--- config.mk ---
export PLATFORM = sky130hd
export DESIGN_NAME = spi_slave
export DESIGN_NICKNAME = d
export VERILOG_FILES = /design/src/rtl/spi_slave.sv
export SDC_FILE = /design/constraint.sdc
export NUM_CORES = 1
export LEC_CHECK = 0
export CAP_MARGIN = 20
export CORE_MARGIN = 4
export CORE_UTILIZATION = 47
export DETAILED_ROUTE_END_ITERATION = 8
export PLACE_DENSITY = 0.71
export REMOVE_ABC_BUFFERS = 1
export SETUP_SLACK_MARGIN = 0.05
export SLEW_MARGIN = 20
export SYNTH_ARGS = -nofsm -noshare
export SYNTH_HDL_FRONTEND = slang
export SYNTH_SLANG_ARGS = --single-unit
--- constraint.sdc ---
create_clock -name spi_clk -period 2.06 [get_ports spi_clk]
set_input_delay 0.412 -clock spi_clk [delete_from_list [all_inputs] [get_ports spi_clk]]
set_output_delay 0.412 -clock spi_clk [all_outputs]
set_load 0.005 [all_outputs]
--- src/rtl/spi_slave.sv ---
// Receive-only SPI slave: shifts MSB-first serial bits into BITS_PER_PIXEL-bit
// words and raises pixel_clk for one spi_clk period as each word completes.
module spi_slave #(
  parameter int BITS_PER_PIXEL = 32
) (
  input  logic                      spi_clk,
  input  logic                      reset,
  input  logic                      spi_mosi,
  output logic [BITS_PER_PIXEL-1:0] data,
  output logic                      pixel_clk
);

  localparam int CW = $clog2(BITS_PER_PIXEL);
  localparam logic [CW-1:0] LAST_BIT = CW'(BITS_PER_PIXEL - 1);

  logic [BITS_PER_PIXEL-2:0] shift_reg;
  logic [BITS_PER_PIXEL-2:0] shift_next;
  logic [CW-1:0]             count_reg;

  // A 2-bit word keeps a single pending bit, so there is nothing to shift along.
  generate
    if (BITS_PER_PIXEL == 2) begin : g_shift_one
      assign shift_next = spi_mosi;
    end else begin : g_shift_many
      assign shift_next = {shift_reg[BITS_PER_PIXEL-3:0], spi_mosi};
    end
  endgenerate

  always_ff @(posedge spi_clk or posedge reset) begin
    if (reset) begin
      count_reg <= '0;
      shift_reg <= '0;
      data      <= '0;
      pixel_clk <= 1'b0;
    end else if (count_reg == LAST_BIT) begin
      // The last bit goes straight into data so data and strobe rise together.
      data      <= {shift_reg, spi_mosi};
      pixel_clk <= 1'b1;
      count_reg <= '0;
      shift_reg <= '0;
    end else begin
      shift_reg <= shift_next;
      count_reg <= count_reg + 1'b1;
      pixel_clk <= 1'b0;
    end
  end

endmodule

==> reports/results.ini <==
[status]
run_status = completed

[grt]
track_usage = 0.143
first_global_vias = 1412
antenna_found_initial = 0
grt_max_degree = 42
grt_pass1_wl_um = 6810
gr-total-overflow = 0

[placement]
port_buffers = 35
gp_congestion = 0.740
hpwl_um = 2490

[drt]
drc = 0
vias_per_cell = 4.79
drt_first_pass_iters = 2
wl_per_cell_um = 14.3
vias = 1280
wirelength_um = 3820
drt_iter0_drc = 38
ant_nets = 0

[layout]
nNetsFinal = 201
seq_area_um2 = 1730
layout-drive-gt1-share = 0.275
n_antenna_cell = 0
area_growth_pct = 26.7
largest_reg_flops = 32
fillers = 364
multi_input_area_um2 = 654

[cts]
cts-root-buf = clkbuf_8
cts_resized = 0
cts_num_sinks = 69
post-cts-setup-buffers = 0
clkSlewWorstSetupHoldPaths_ns = 0.07
htree_levels = 3
numCtsBuffers = 9
cts_max_path_buffers = 2
cts-hold-fix-buffers = 0
clock_latency_ns = 0.32
cts_tree = yes

[timing]
fin_skew_ns = 0.00469
holdWs_ns = 0.454
setup_viol = 0
slew_headroom = 0.664
worst_pin_slew_ns = 0.504
grt_setup_unrepaired = false
post-route-period-util = 0.867
fmax_mhz = 560
hold_viol_final = 0
post-route-min-period_ns = 1.79
drv_slew = 0

[critical_path]
critPathMaxStageDelay_ns = 0.37
crit_path_end_kind = flip-flop
arrival_ns = 1.99
critPathKind = reg2reg
startpoint_type = flip-flop
worstPathCellList = ha_1 -> and3_1 -> ha_2 -> buf_12 -> mux2_2
cp_slowest_cell = dfrtp_1
crit_buf_inv = 1
critPathMaxFanout = 28
critical-path-top-delay-family = adder cells
crit_path_start = count_reg[0]
critPathRequiredTime_ns = 2.27
timing.rr.start = count_reg[0]

[power]
power.leakage_nw = 1.40
ir_drop_uv = 769
total_power_mw = 2.78
cellPowerDensity_nw_per_um2 = 898

[floorplanning]
pin_count = 36
initial_core_util = 0.501
num_rows = 25
die_area_um2 = 6410
core_area_um2 = 4880
die_height_um = 80.1
fp.dieW_um = 80.1

[logic_synthesis]
yosys_warnings = 0
syn_area_um2 = 2440
postSynthCellCount = 151
synth_cell_types = 14
synth_seq_area_share = 0.707
synth_seq_cells = 69
avgSynthCellArea_um2 = 16.2

[worst_hold_path]
hold_class = reg2reg
hp-start = count_reg[0]

[job]
maxCapViolations = 0

==> per-stage QoR <==
step | cell area (um2) | instances | TNS (ns) | setup slack (ns) | utilization
6_report | 3090 | 267 | 0 | 0.274 | 0.634
5_1_grt | 3090 | 267 | 0 | 0.178 | 0.634
4_1_cts | 3090 | 267 | 0 | 0.269 | 0.634
3_5_place_dp | 2870 | 251 | 0 | 0.281 | 0.588
3_3_place_gp | 2870 | 251 | 0 | 0.349 | 0.588
2_1_floorplan | 2380 | 144 | -8.33 | -0.0919 | -
==> cells by family after synthesis <==
| group | synth area share |
|---|---|
| DFF | 0.707 |
| and+or+nand+nor | 0.0927 |
| muxes | 0.155 |
| buffers and inverters | 0.0261 |
| adders and majority gates | 0.0154 |
| xor gates and xnor gates | 0.00359 |
==> cells in the final DEF (no fill, tap or decap), drive strengths merged, types with 2 or more instances in the layout <==
cell           count
clkinv             2
nor2               3
ha                 3
and2b              3
mux2              33
dfrtp             69
bufinv             2
clkdlybuf4s50     35
nor2b             29
clkbuf            12
buf                5
==> final timing paths <==
kind                                 end  slack (ns)  cells after the start
max                              data[0]        0.27                      5
min                         count_reg[0]        0.45                      1
max reg2reg                      data[0]        0.27                      5
min reg2reg                 count_reg[0]        0.45                      1
max in group asynchronous  shift_reg[16]        1.17                      3
min in group asynchronous       data[29]        0.47                      3
==> area by class of cell <==
class	count	area share
Sequential cell	69	0.558
Multi-Input combinational cell	74	0.211
Timing Repair Buffer	40	0.129
Clock buffer	12	0.0501
Tap cell	67	0.0271
Clock inverter	4	0.0226
Inverter	1	0.00121
==> power by group <==
group	switching (mW)	internal (mW)	total, mW
clock network	0.463	0.744	1.21
logic	0.0537	0.0903	0.144
registers	0.0249	1.40	1.43
==> synth_stat cells (all sizes together) <==
cell | instances | area (um2)
and2b | 3 | 22.5
and3 | 1 | 6.26
buf | 4 | 48.8
clkbuf | 3 | 11.3
dfrtp | 69 | 1730
ha | 3 | 37.5
inv | 1 | 3.75
mux2 | 33 | 379
nand3 | 1 | 5.00
nor2 | 3 | 11.3
nor2b | 29 | 181
xnor2 | 1 | 8.76
==> routing by layer <==
metal  up-vias  global-route usage  share of wire  wire, um
met3         6              0.0561          0.050       193
li1        581                   -              -         -
met5         -                   0              0         0
met2        32               0.207           0.46      1780
met4         0              0.0743          0.018        69
met1       661               0.186           0.47      1780
(Power assumes the default switching activity.)
